--- src/rtl/pe_wb_arbiter.sv ---
// pe_wb_arbiter: register-file write-port arbiter for three sources (EX, LSU load
// return, COM). EX wins whenever it is not stalled; LD and CM share the leftover
// cycles round-robin. A starvation counter inserts a one-cycle EX bubble so that a
// waiting secondary source always gets in. The RF write is registered one cycle
// after the grant.
// Optional build macro PE_WB_ARB_STATS_EN adds a saturating 16-bit
// conflict-cycle counter on oArb_Conflict_Count.
module pe_wb_arbiter #(
    parameter int DATA_W       = 32,
    parameter int RF_IDX_W     = 5,
    parameter int STARVE_LIMIT = 4
) (
    input  logic                iClk,
    input  logic                iReset,
    input  logic                iEX_Write_RF_Enable,
    input  logic [RF_IDX_W-1:0] iEX_Write_RF_Address,
    input  logic [DATA_W-1:0]   iEX_Write_RF_Data,
    output logic                oEX_Stall,
    input  logic                iLD_Valid,
    output logic                oLD_Ready,
    input  logic [RF_IDX_W-1:0] iLD_Addr,
    input  logic [DATA_W-1:0]   iLD_Data,
    input  logic                iCM_Valid,
    output logic                oCM_Ready,
    input  logic [RF_IDX_W-1:0] iCM_Addr,
    input  logic [DATA_W-1:0]   iCM_Data,
    output logic                oWB_RF_Writeback_Enable,
    output logic [RF_IDX_W-1:0] oWB_RF_Write_Addr,
    output logic [DATA_W-1:0]   oWB_RF_Write_Data,
    output logic [1:0]          oWB_Grant_Src
`ifdef PE_WB_ARB_STATS_EN
    ,
    output logic [15:0]         oArb_Conflict_Count
`endif
);

    localparam logic [1:0] SRC_EX   = 2'b00;
    localparam logic [1:0] SRC_LD   = 2'b01;
    localparam logic [1:0] SRC_CM   = 2'b10;
    localparam logic [1:0] SRC_NONE = 2'b11;
    localparam logic [7:0] STARVE_LIMIT_C = 8'(STARVE_LIMIT);

    // ST_STALL lasts exactly one cycle: the EX bubble forced by the starve counter
    typedef enum logic {ST_RUN, ST_STALL} state_t;

    state_t                state_q, state_d;
    logic                  rr_ld_q, rr_ld_d;      // 1: LD wins the next LD/CM tie
    logic [7:0]            starve_q, starve_d;
    logic                  wb_en_q, wb_en_d;
    logic [RF_IDX_W-1:0]   wb_addr_q, wb_addr_d;
    logic [DATA_W-1:0]     wb_data_q, wb_data_d;
    logic [1:0]            wb_src_q, wb_src_d;

    logic                  ex_req;
    logic                  sec_pending;
    logic [7:0]            starve_inc;
    logic [1:0]            grant_src;

    // State registers for the stall FSM, round-robin pointer and starve counter
    always_ff @(posedge iClk or negedge iReset) begin
        if (!iReset) begin
            state_q  <= ST_RUN;
            rr_ld_q  <= 1'b1;
            starve_q <= 8'd0;
        end else begin
            state_q  <= state_d;
            rr_ld_q  <= rr_ld_d;
            starve_q <= starve_d;
        end
    end

    // Grant selection plus next-state for stall FSM, pointer and starve counter
    always_comb begin
        grant_src   = SRC_NONE;
        state_d     = ST_RUN;
        rr_ld_d     = rr_ld_q;
        starve_d    = 8'd0;
        ex_req      = iEX_Write_RF_Enable && (state_q == ST_RUN);
        sec_pending = iLD_Valid || iCM_Valid;
        starve_inc  = starve_q + 8'd1;

        // Nothing is granted while reset is held so Ready drops at once
        if (iReset) begin
            if (ex_req) begin
                grant_src = SRC_EX;
            end else if (iLD_Valid && (!iCM_Valid || rr_ld_q)) begin
                grant_src = SRC_LD;
            end else if (iCM_Valid) begin
                grant_src = SRC_CM;
            end
        end

        case (grant_src)
            SRC_EX: begin
                if (sec_pending) begin
                    if (starve_inc == STARVE_LIMIT_C) begin
                        state_d  = ST_STALL;
                        starve_d = 8'd0;
                    end else begin
                        starve_d = starve_inc;
                    end
                end
            end
            SRC_LD:  rr_ld_d = 1'b0;
            SRC_CM:  rr_ld_d = 1'b1;
            default: rr_ld_d = rr_ld_q;
        endcase
    end

    // Next-state of the write-port registers: address/data hold when idle
    always_comb begin
        wb_en_d   = (grant_src != SRC_NONE);
        wb_src_d  = grant_src;
        wb_addr_d = wb_addr_q;
        wb_data_d = wb_data_q;
        case (grant_src)
            SRC_EX: begin
                wb_addr_d = iEX_Write_RF_Address;
                wb_data_d = iEX_Write_RF_Data;
            end
            SRC_LD: begin
                wb_addr_d = iLD_Addr;
                wb_data_d = iLD_Data;
            end
            SRC_CM: begin
                wb_addr_d = iCM_Addr;
                wb_data_d = iCM_Data;
            end
            default: ;
        endcase
    end

    // Registered RF write port; reset discards any in-flight write
    always_ff @(posedge iClk or negedge iReset) begin
        if (!iReset) begin
            wb_en_q   <= 1'b0;
            wb_addr_q <= '0;
            wb_data_q <= '0;
            wb_src_q  <= SRC_NONE;
        end else begin
            wb_en_q   <= wb_en_d;
            wb_addr_q <= wb_addr_d;
            wb_data_q <= wb_data_d;
            wb_src_q  <= wb_src_d;
        end
    end

    assign oEX_Stall               = (state_q == ST_STALL);
    assign oLD_Ready               = (grant_src == SRC_LD);
    assign oCM_Ready               = (grant_src == SRC_CM);
    assign oWB_RF_Writeback_Enable = wb_en_q;
    assign oWB_RF_Write_Addr       = wb_addr_q;
    assign oWB_RF_Write_Data       = wb_data_q;
    assign oWB_Grant_Src           = wb_src_q;

`ifdef PE_WB_ARB_STATS_EN
    logic [15:0] conflict_cnt_q, conflict_cnt_d;
    logic [1:0]  n_req;

    // A conflict cycle has at least two live requests, so one must lose
    always_comb begin
        n_req          = {1'b0, ex_req} + {1'b0, iLD_Valid} + {1'b0, iCM_Valid};
        conflict_cnt_d = conflict_cnt_q;
        if (iReset && (n_req >= 2'd2) && (conflict_cnt_q != 16'hFFFF)) begin
            conflict_cnt_d = conflict_cnt_q + 16'd1;
        end
    end

    // Saturating conflict counter register
    always_ff @(posedge iClk or negedge iReset) begin
        if (!iReset) begin
            conflict_cnt_q <= 16'd0;
        end else begin
            conflict_cnt_q <= conflict_cnt_d;
        end
    end

    assign oArb_Conflict_Count = conflict_cnt_q;
`endif

endmodule

--- config.mk ---
export PLATFORM = sky130hd
export DESIGN_NAME = pe_wb_arbiter
export DESIGN_NICKNAME = d
export VERILOG_FILES = /design/src/rtl/pe_wb_arbiter.sv
export SDC_FILE = /design/constraint.sdc
export NUM_CORES = 1
export LEC_CHECK = 0
export BUFFER_PORTS_ARGS = -buffer_cell sky130_fd_sc_hd__buf_2
export CAP_MARGIN = 25
export CORE_MARGIN = 8
export CORE_UTILIZATION = 43
export DETAILED_ROUTE_END_ITERATION = 10
export GPL_TIMING_DRIVEN = 0
export PLACE_DENSITY = 0.8
export REMOVE_ABC_BUFFERS = 1
export SYNTH_ARGS = -nofsm -noshare
export SYNTH_HDL_FRONTEND = slang
export SYNTH_SLANG_ARGS = --single-unit
--- constraint.sdc ---
create_clock -name iClk -period 2.5 [get_ports iClk]
set_input_delay 0 -clock iClk [delete_from_list [all_inputs] [get_ports iClk]]
set_output_delay 0 -clock iClk [all_outputs]
set_load 0.05 [all_outputs]
---- Yosys cells after proc, flatten, opt, wreduce, memory -nomap -nowiden ----
Index checks and enable logic that the tools add are counted.
storage, ports and cells
  register bits after elaboration ......... 50
  latch bits .............................. 0
  memory bits (writable) .................. 0
  ROM bits ................................ 0
  output and inout port bits .............. 43
  memories ................................ 0
operators by class
  add/sub/neg operators ................... 1
  multiply operators ...................... 0
  div/mod/pow operators ................... 0
  order comparisons ....................... 0
  equality and inequality tests ........... 4
  shift-type cells ........................ 0
  mux-type cells .......................... 13
  bitwise logic cells ..................... 1
  reductions and logical operators ........ 8
operators by type and width
  operator                                             number
  one-hot mux 32 bit (3 select lines)                  1
  2-to-1 mux 8 bit                                     3
  one-hot mux 5 bit (3 select lines)                   1
  adder 8 x 1 -> 8 bit, second input constant          1
  equality test 8 x 3 -> 1 bit, second input constant  1
  2-to-1 mux 2 bit                                     3
  2-to-1 mux 1 bit                                     4
  nonzero test 3 bit                                   1
  equality test 2 x 1 -> 1 bit, second input constant  1
  equality test 2 bit, second input constant           1
  logical AND 1 bit                                    2
  zero test 2 bit                                      1
  logical OR 1 bit                                     2
  != test 2 bit, second input constant                 1
  one-hot mux 1 bit (2 select lines)                   1
  nonzero test 2 bit                                   1
  zero test 1 bit                                      1
  NOT 1 bit                                            1

---- Logic depth before layout (Yosys ltp) ----
Gate-level depths: netlist of the first run.
  word-level depth ........................ 8
  depth in mapped cells ................... 11

---- Worst setup path before layout of the first run ----
Ideal clock, no wire load.
  kind .................................... register to register
  start point ............................. reg state_q (netlist: oEX_Stall)
  end point ............................... reg wb_data_q[25] (netlist: oWB_RF_Write_Data[25])
  setup time .............................. 77 ps
  arrival time ............................ 2,439 ps
  required time ........................... 2,423 ps
  setup slack ............................. -16 ps
  cell stages (with the launch flop) ...... 10
  clock period less this slack ............ 2,516 ps
  cells stage by stage .................... dfrtp_1 > nor2b_1 > o21ai_1 > ha_1 > clkbuf_1 > clkbuf_1 > a22oi_1 > nand2_1 > o21ai_0 > o21ai_1
between the ends
  word-level cells in the longest chain between the ends .. 6
  elaborated cells on any way between the ends .. 9
RTL lines
  item                                                                              line  RTL
  start: declaration                                                                46    state_t state_q, state_d;
  start signal: assignment                                                          66    state_q <= state_d;
  NOT 1 bit (*)                                                                     78    ex_req = iEX_Write_RF_Enable && (state_q == ST_RUN);
  logical AND 1 bit (*)                                                             78
  2-to-1 mux 2 bit (*)                                                              84    if (ex_req) begin
  2-to-1 mux 2 bit (*)                                                              83    if (iReset) begin
  net grant_src[0]                                                                  57    logic [1:0] grant_src;
  equality test 2 x 1 -> 1 bit (*)                                                  --
  net oLD_Ready                                                                     20    output logic oLD_Ready,
  one-hot mux 32 bit (3 select lines) / nonzero test 3 bit (equally long branches)  --
  end signal: assignment                                                            143   wb_data_q <= wb_data_d;
  end: declaration                                                                  51    logic [DATA_W-1:0] wb_data_q, wb_data_d;
Mark *: on every way through the listed nets, which the timed path passes. The rest lies on a longest branch.
A chain may end at the register's enable or synchronous reset.

---- Worst setup path after layout of the first run ----
  start point ............................. reg rr_ld_q
  end point ............................... reg wb_addr_q[1] (netlist: oWB_RF_Write_Addr[1])
between the ends
  word-level cells in the longest chain between the ends .. 7
  elaborated cells on any way between the ends .. 10
RTL lines
  item                                                                             line  RTL
  start: declaration                                                               47    logic rr_ld_q, rr_ld_d;
  start signal: assignment                                                         67    rr_ld_q <= rr_ld_d;
  logical OR 1 bit (*)                                                             86    end else if (iLD_Valid && (!iCM_Valid || rr_ld_q)) begin
  logical AND 1 bit (*)                                                            86
  2-to-1 mux 2 bit (*)                                                             86
  2-to-1 mux 2 bit (*)                                                             84
  2-to-1 mux 2 bit (*)                                                             83
  net grant_src[1]                                                                 57
  equality test 2 bit (tied with other cells)                                      116   case (grant_src)
  one-hot mux 5 bit (3 select lines) / nonzero test 3 bit (equally long branches)  --
  end signal: assignment                                                           142   wb_addr_q <= wb_addr_d;
  end: declaration                                                                 50    logic [RF_IDX_W-1:0] wb_addr_q, wb_addr_d;
Marked as above.

==> impl_metrics.yaml, run 1 <==
run_status:
  status: "completed"
floorplan:
  die-area_um2: 8850
  fp.dieH_um: 94.1
  die_w_um: 94.1
  start_util_pct: 44.3
  io_pins: 159
  core.rowCount: 28
  core_um2: 5920
clocking:
  cts_buffers: 5
  cts_buffer_depth: 2
  htree_levels: 2
  root_buffer: "clkbuf_8"
  cts_tree: "done"
  post-cts-setup-buffer-count: 0
  clock_insertion_delay_worst_skew_ns: 0.30
  path_clk_slew_ns: 0.09
  cts.sinks: 50
setup_path:
  critPathMaxStageDelay_ns: 0.76
  cp-end-kind: "flop"
  cp_data_arrival_time_ns: 2.46
  critical_path_class: "flop to flop"
  start_kind: "flop"
  crit_slowest_cell: "ha_2"
  worstPathRequired_ns: 2.67
  cp_max_fo: 40
  worstPathCellList: "inv_1 -> a21boi_0 -> o21ai_1 -> ha_2 -> buf_16 -> nand2_1 -> o21ai_0 -> o21ai_1"
  crit_path_frequent_cell: "o21ai_1"
synth:
  ys_seq_area_share_pct: 47.9
  yosysTopAreaCell: "dfrtp_1"
  synth_top_area_share_pct: 44.8
  synthTopCellsByArea: "dfrtp_1, nand2_1, a22oi_1"
  syn_area_um2: 2620
  synth_commonest_cells: "nand2_1, o21ai_1, dfrtp_1, a22oi_1, o21ai_0"
  synthFlopType: "dfrtp_1"
  synthCells: 310
  synth_edf_count: 0
  synth-seq-cells: 50
  yosysUniqueCellTypes: 27
  async_reset_ff_share_pct: 100
  avgSynthCellArea_um2: 8.46
  synth.most_common_cell: "nand2_1"
  synth_warnings: 0
timing:
  max_freq_mhz: 437
  rsz0062_at_grt: "no"
  post-route-period-util_pct: 91.6
  relSlewSlack_pct: 57.5
  worst_hold_slack_ns: 0.00168
  hold_viol: 0
  setup_viol: 0
  finalCriticalPeriod_ns: 2.29
  worst_pin_slew_ns: 0.633
  setup_slack_ns: 0.209
  maxSlewViolCount: 0
  fin_skew_ns: 0.00333
power:
  combPwrFrac_pct: 43.6
  ir_drop_v: 0.000345
  seq_power_share_pct: 36.5
  power_w: 0.00280
  netSwitchingFraction_pct: 42.7
  clkPwrFrac_pct: 19.9
  p_int_w: 0.00160
  leakagePower_nw: 1.96
  netSwitchingPower_w: 0.00120
  powerDensity_nw_per_um2: 702
global_routing:
  antenna_found_initial: 0
  grt_pass1_vias: 3007
  gr-total-overflow: 0
  grt_max_degree: 43
  grt_usage_pct: 19.5
  grt_pass1_wl_mm: 14.0
placement:
  place_ws_ns: -0.0676
  dp.final_hpwl_mm: 6.24
  place.gp.congestion: 0.782
  portBuffers: 158
  placed_area_um2: 3500
job:
  cap_violations: 0
detailed_routing:
  post-route-drc-count: 0
  detail-route-antenna-nets: 0
  routed_wl_mm: 8.54
  vias: 2884
  first_pass_iters: 4
  first_iter_violations: 105
  wl_per_cell_um: 15.0
  viasPerCell: 5.08
finish:
  layout-drive-gt1-share_pct: 36.9
  fin_util_pct: 67.4
  syn2layout_area_growth_pct: 52.1
  num_antenna_cells: 0
  fill_cells: 496
  fin_nets: 614
  final_area_um2: 3990
worst_hold_path:
  holdCritPathClass: "input port to flop"
[cell families after synthesis]
| kind of cell | count (synthesis) | share of synthesized area (%) |
|---|---|---|
| xor+xnor | 6 | 2.29 |
| fa+ha+maj | 6 | 2.86 |
| simple gates | 96 | 15.2 |
| flops | 50 | 47.9 |
| compound gates | 120 | 26.8 |
| buf+inv | 32 | 5.01 |
[area by class of cell]
type	instances	area, um2	area share, %
clock inverters	3	40.0	1.00
repair buffers	200	1260	31.6
clock buffers	5	68.8	1.73
multi-input cells	228	1240	31.2
flip-flops and latches	50	1250	31.5
inverters	7	26.3	0.659
well taps	75	93.8	2.35
[repair_timing]
item | 4_1_cts | 5_1_grt
endpoints found under the setup margin | 0 | 35
resized for setup | 0 | 2
hold buffers | 36 | 0
endpoints found under the hold margin | 57 | 0
[state kept, by name, summed over array words and instances (netlist names)]
register,count
oWB_RF_Write_Data,32
oEX_Stall,1
oWB_RF_Write_Addr,5
starve_q,8
rr_ld_q,1
oWB_RF_Writeback_Enable,1
oWB_Grant_Src,2
[critical path: cells and delay by family, from the launching register on]
kind / cells / cell delay (ns)
AND/OR/NAND/NOR: 1 / 0.07
adder cells (fa/ha/maj): 1 / 0.76
flip-flops: 1 / 0.55
AO/OA/AOI/OAI: 4 / 0.46
buffers and inverters: 2 / 0.30
[power groups by stage]
stage | Combinational [W] | Clock (W) | Sequential, W
after floorplan | 0.000309 | 0 | 0.00153
after global placement | 0.00114 | 0 | 0.00103
after detailed placement | 0.00118 | 0 | 0.00104
after CTS | 0.00122 | 0.000570 | 0.00102
after global routing | 0.00131 | 0.000597 | 0.00104
final | 0.00122 | 0.000557 | 0.00102
[cell usage in the layout, fill, tap and decap left out, types with 3 or more instances in the layout]
master / count
nor2_1: 5
nor2b_1: 3
dfstp_2: 3
clkbuf_8: 5
ha_1: 3
buf_2: 158
nor3_1: 4
a22oi_1: 37
dfrtp_1: 47
o21ai_1: 50
ha_2: 3
dlygate4sd3_1: 36
xor2_1: 3
nand2_1: 78
o21ai_0: 28
inv_1: 7
[through the flow]
step | cells | TNS, ns
floorplan | 285 | -9.84
global placement | 518 | -37.53
detailed placement | 523 | -0.712
CTS | 567 | 0
global route | 568 | 0
finish | 568 | 0
[worst paths after layout]
path | start | to | slack, ns | cells after the start
setup / recovery | rr_ld_q | oWB_RF_Write_Addr[1] | 0.21 | 8
hold / removal | iEX_Write_RF_Address[2] | oWB_RF_Write_Addr[2] | 0.002 | 3
setup reg to reg | rr_ld_q | oWB_RF_Write_Addr[1] | 0.21 | 8
hold reg to reg | oWB_RF_Write_Data[24] | oWB_RF_Write_Data[24] | 0.49 | 2
max in group asynchronous | iReset | oWB_RF_Write_Data[27] | 1.31 | 4
min in group asynchronous | iReset | oWB_RF_Write_Data[11] | 0.20 | 3
[per-layer routing]
metal	up-vias	part of all wire, %	GRT usage [%]
li1	1437	-	-
met1	1301	39	21.5
met2	128	50	34.0
met3	18	8.9	6.71
met4	0	2.3	6.47
met5	-	0	0
Power figures use the tool's default switching activity.
==> inputs of run 2 (changes only) <==
--- a/config.mk
+++ b/config.mk
@@ -11,7 +11,7 @@
 export CORE_UTILIZATION = 43
 export DETAILED_ROUTE_END_ITERATION = 10
 export GPL_TIMING_DRIVEN = 0
-export PLACE_DENSITY = 0.8
+export PLACE_DENSITY = 0.88
 export REMOVE_ABC_BUFFERS = 1
 export SYNTH_ARGS = -nofsm -noshare
 export SYNTH_HDL_FRONTEND = slang
==> run 2 against run 1 <==
Compared with the run above: maximum frequency rose by 1.2%; critical path type unchanged; core utilization fell by 1.7 points; global-route usage fell by 0.36 points; final area fell by 2.5%; non-clock buffer count fell by 11; die area did not move; clock-buffer cell count rose by 2; sequential share of layout area rose by 0.81 points; first-iteration DRC count rose by 24%; sequential power barely moved; critical path depth rose by 2.
==> impl_metrics.yaml, run 2 (synthesis gave the netlist of run 1 again) <==
run_status:
  status: "completed"
placement:
  place.gp.congestion: 0.813
  portBuffers: 158
  dp.final_hpwl_mm: 6.38
finish:
  layout-drive-gt1-share_pct: 37.8
  fin_nets: 603
  syn2layout_area_growth_pct: 48.2
  largest_reg_flops: 32
  final_common_cell: "buf_2"
  layout_common_cells: "buf_2, nand2_1, o21ai_1, dfrtp_1, a22oi_1"
  num_antenna_cells: 0
  fin_util_pct: 65.7
floorplan:
  die_w_um: 94.1
  core.rowCount: 28
  core_um2: 5920
  die-area_um2: 8850
  start_util_pct: 44.3
  fp.dieH_um: 94.1
  io_pins: 159
timing:
  worst_hold_slack_ns: 0.00461
  worst_pin_slew_ns: 0.650
  hold_viol: 0
  fin_skew_ns: 0.00516
  rsz0062_at_grt: "no"
  setup_viol: 0
  finalCriticalPeriod_ns: 2.26
  maxSlewViolCount: 0
  max_freq_mhz: 442
  relSlewSlack_pct: 56.4
  post-route-period-util_pct: 90.6
clocking:
  cts_buffers: 5
  cts.sinks: 50
  htree_levels: 2
  cts_buffer_depth: 2
  path_clk_slew_ns: 0.09
  cts_tree: "done"
  clock_insertion_delay_worst_skew_ns: 0.29
  root_buffer: "clkbuf_8"
power:
  power_w: 0.00272
  powerDensity_nw_per_um2: 698
  leakagePower_nw: 1.92
  ir_drop_v: 0.000421
detailed_routing:
  first_pass_iters: 4
  routed_wl_mm: 8.48
  wl_per_cell_um: 15.2
  first_iter_violations: 130
  vias: 2904
  viasPerCell: 5.21
  post-route-drc-count: 0
  detail-route-antenna-nets: 0
setup_path:
  cp_data_arrival_time_ns: 2.48
  cp_num_buf_inv: 3
  critPathMaxStageDelay_ns: 0.54
  worstPathCellList: "inv_1 -> a21boi_0 -> o21ai_1 -> inv_1 -> ha_2 -> buf_8 -> a22oi_1 -> nand2_1 -> o21ai_0 -> o21ai_1"
  crit_slowest_cell: "dfstp_2"
  critical_path_class: "flop to flop"
  worstPathRequired_ns: 2.71
  cp_max_fo: 20
  cp-end-kind: "flop"
  start_kind: "flop"
  cp_top_family: "compound AO/OA/AOI/OAI gates"
global_routing:
  antenna_found_initial: 0
  grt_max_degree: 44
  grt_pass1_vias: 3011
  grt_pass1_wl_mm: 13.8
  grt_use_met3_pct: 5.28
  use_met2_pct: 34.1
  grtUsageMet1_pct: 20.7
  grt-busiest-layer: "met2"
  gr-total-overflow: 0
  grt_usage_pct: 19.1
job:
  cap_violations: 0
worst_hold_path:
  holdCritPathClass: "input port to flop"
==> run 2: report_power, final <==
| part | leakage (nW) | switching (W) | internal (W) | total (W) |
|---|---|---|---|---|
| combinational | 1.25 | 0.000867 | 0.000353 | 0.00122 |
| clock | 0.0482 | 0.000246 | 0.000224 | 0.000470 |
| sequential | 0.620 | 0.0000717 | 0.000953 | 0.00102 |
==> run 2: worst paths after layout <==
path | slack, ns | cells after the start | from | endpoint
max | 0.24 | 10 | rr_ld_q | oWB_RF_Write_Data[12]
min | 0.005 | 3 | iEX_Write_RF_Data[13] | oWB_RF_Write_Data[13]
max reg2reg | 0.24 | 10 | rr_ld_q | oWB_RF_Write_Data[12]
min reg2reg | 0.49 | 2 | rr_ld_q | rr_ld_q
max in group asynchronous | 1.50 | 4 | iReset | oWB_RF_Write_Data[16]
min in group asynchronous | 0.19 | 3 | iReset | oWB_RF_Writeback_Enable
==> run 2: per-layer routing <==
metal | part of all wire [%] | vias up | routed length [um]
li1 | - | 1415 | -
met1 | 37 | 1346 | 3170
met2 | 52 | 127 | 4380
met3 | 8.8 | 16 | 744
met5 | 0 | - | 0
met4 | 2.1 | 0 | 178
==> run 2: timing repair <==
item                                    in CTS  in global routing
hold buffers                                25                  0
endpoints found under the setup margin       0                 29
setup buffers                                0                  0
hold endpoints to repair                    44                  0
gates resized for setup                      0                  4
==> run 2: cell type report <==
cell class,instances,area [um2]
Clock buffer,7,86.3
Tap cell,75,93.8
Inverter,7,26.3
Fill cell,521,2030
Clock inverter,1,5.00
Sequential cell,50,1250
Multi-Input combinational cell,228,1260
Timing Repair Buffer,189,1160
==> run 2: per-stage QoR <==
step / setup WS (ns) / TNS (ns) / instances / area [um2]
after floorplan: -0.270 / -9.84 / 285 / 2520
after global placement: -1.03 / -36.90 / 518 / 3400
after detailed placement: -0.0341 / -0.0633 / 523 / 3500
after CTS: 0.0736 / 0 / 556 / 3840
after global routing: 0.0219 / 0 / 557 / 3890
final: 0.236 / 0 / 557 / 3890
==> run 2: tightest hold or removal path, stage by stage <==
cell	delay, ns
buf_2	0.07
o21ai_0	0.06
o21ai_1	0.12
==> inputs of run 3 (changes only) <==
--- a/config.mk
+++ b/config.mk
@@ -5,6 +5,7 @@
 export SDC_FILE = /design/constraint.sdc
 export NUM_CORES = 1
 export LEC_CHECK = 0
+export ABC_AREA = 1
 export BUFFER_PORTS_ARGS = -buffer_cell sky130_fd_sc_hd__buf_2
 export CAP_MARGIN = 25
 export CORE_MARGIN = 8
==> run 3 against run 2 <==
Compared with the run above: critical path depth fell by 2; critical endpoint is now oWB_RF_Write_Data[14]; largest cell class is now buffers; via count rose by 22%; synthesized cell count rose by 6.5%; largest power group unchanged; area after synthesis fell by 2.0%; die area fell by 1.7%.
==> impl_metrics.yaml, run 3 <==
synth:
  synth-seq-cells: 50
  synthTopCellsByArea: "dfrtp_1, nand2_1, a31oi_1"
  yosysTopAreaCell: "dfrtp_1"
  syn_area_um2: 2570
  synth_top_area_share_pct: 45.8
  ys_seq_area_share_pct: 48.8
  synth_top_family_by_area: "simple AND/OR/NAND/NOR gates"
  synthAdderAreaFrac_pct: 2.92
  synth.most_common_cell: "nand2_1"
  synth-simple-area-share_pct: 23.8
  synth_commonest_cells: "nand2_1, dfrtp_1, nor2_1, a21oi_1, a31oi_1"
  yosysUniqueCellTypes: 22
  synth-compound-area-share_pct: 18.6
  synthXorXnorAreaFrac_pct: 0
  yosys-mux-area-fraction_pct: 0
  synthFlopType: "dfrtp_1"
  synth_edf_count: 0
  avgSynthCellArea_um2: 7.79
  synthCells: 330
  async_reset_ff_share_pct: 100
  synth_warnings: 0
clocking:
  path_clk_slew_ns: 0.09
  cts.sinks: 50
  cts_tree: "done"
  root_buffer: "clkbuf_8"
  cts_buffer_depth: 2
  cts_buffers: 5
  clock_insertion_delay_worst_skew_ns: 0.30
  htree_levels: 2
setup_path:
  crit_slowest_cell: "dfstp_2"
  critPathMaxStageDelay_ns: 0.53
  cp-end-kind: "flop"
  critical_path_class: "flop to flop"
  start_kind: "flop"
  cp_data_arrival_time_ns: 2.48
  cp_max_fo: 37
  crit_path_frequent_cell: "nand2_1"
  worstPathRequired_ns: 2.71
  worstPathCellList: "inv_1 -> a21boi_0 -> o21ai_1 -> ha_2 -> nand2_1 -> inv_8 -> nand2_1 -> a31oi_1"
detailed_routing:
  vias: 3557
  detail-route-antenna-nets: 0
  viasPerCell: 5.31
  post-route-drc-count: 0
  first_iter_violations: 210
  first_pass_iters: 5
  wl_per_cell_um: 17.9
  routed_wl_mm: 12.0
timing:
  hold_viol: 0
  setup_viol: 0
  setup_slack_ns: 0.232
  rsz0062_at_grt: "no"
  max_freq_mhz: 441
  fin_skew_ns: 0.00583
  finalCriticalPeriod_ns: 2.27
  post-route-period-util_pct: 90.7
  maxSlewViolCount: 0
  relSlewSlack_pct: 58.2
  worst_hold_slack_ns: 0.00366
  worst_pin_slew_ns: 0.623
floorplan:
  core.rowCount: 28
  start_util_pct: 43.9
  die_w_um: 93.3
  core_um2: 5850
  fp.dieH_um: 93.3
  die-area_um2: 8710
  io_pins: 159
job:
  cap_violations: 0
finish:
  fin_util_pct: 80.8
  largest_reg_flops: 32
  layout_common_cells: "buf_2, dlygate4sd3_1, nand2_1, dfrtp_1, nor2_1"
  layout-drive-gt1-share_pct: 32.3
  fin_nets: 712
  final_common_cell: "buf_2"
  syn2layout_area_growth_pct: 83.8
  fill_cells: 320
placement:
  dp.final_hpwl_mm: 6.25
  place.gp.congestion: 0.815
  portBuffers: 158
  place_ws_ns: -0.669
power:
  leakagePower_nw: 2.23
  ir_drop_v: 0.000401
  powerDensity_nw_per_um2: 618
  power_w: 0.00292
global_routing:
  gr-total-overflow: 0
  grt_pass1_wl_mm: 18.9
  antenna_found_initial: 3
  grt_pass1_vias: 3782
  grt_max_degree: 38
  grt_usage_pct: 27.2
worst_hold_path:
  holdCritPathClass: "input port to flop"
run_status:
  status: "completed"
run 3: worst max-delay path, delay by kind of cell, from the launching register on:
kind / cells / cell delay [ns]
fa+ha+maj: 1 / 0.46
buf+inv: 2 / 0.27
compound gates: 3 / 0.63
simple gates: 2 / 0.28
flops: 1 / 0.53
run 3: cell type report:
type / count / area, um2 / area share (%)
sequential: 50 / 1250 / 26.6
clock inverter: 2 / 60.1 / 1.27
tap: 75 / 93.8 / 1.99
clock buffer: 6 / 82.6 / 1.75
antenna: 4 / 10.0 / 0.212
multi-input combinational: 243 / 1170 / 24.8
inverter: 20 / 98.8 / 2.09
timing repair buffer: 270 / 1950 / 41.3
run 3: per-layer routing:
layer / share of wire [%] / global-route usage, % / up-vias / routed length [um]
li1: - / - / 1618 / -
met4: 2.9 / 12.8 / 0 / 344
met5: 0 / 0 / - / 0
met3: 12 / 11.1 / 38 / 1400
met2: 50 / 47.6 / 239 / 5990
met1: 35 / 27.6 / 1662 / 4250
run 3: power breakdown:
part           switching [W]  internal [W]
sequential         0.0000709      0.000938
clock               0.000272      0.000427
combinational       0.000826      0.000385
run 3: per-stage QoR:
stage               area, um2  TNS, ns  cells
finish                   4720        0    670
global route             4720        0    670
CTS                      4690        0    665
detailed placement       3460   -19.88    549
global placement         3380   -50.03    546
floorplan                2500   -15.40    313
run 3: cell families after synthesis:
| group | Yosys count |
|---|---|
| simple gates | 151 |
| compound gates | 86 |
| flops | 50 |
| buf+inv | 37 |
| fa+ha+maj | 6 |
run 3: path summary, 6_finish.rpt:
path	endpoint	cells after the start	slack [ns]	from
worst max register to register	oWB_RF_Write_Data[14]	8	0.23	rr_ld_q
max in group asynchronous	starve_q[7]	3	1.75	iReset
worst max-delay path	oWB_RF_Write_Data[14]	8	0.23	rr_ld_q
worst min register to register	rr_ld_q	2	0.51	rr_ld_q
min in group asynchronous	oWB_RF_Write_Addr[0]	2	0.20	iReset
worst min-delay path	oWB_Grant_Src[0]	4	0.004	iEX_Write_RF_Enable
run 3: repair_timing:
action / CTS / global route
resized for setup: 4 / 11
hold buffers: 107 / 0
buffers inserted: 1 / 1
setup endpoints to repair: 38 / 38
pin swaps: 0 / 0
endpoints found under the hold margin: 57 / 0
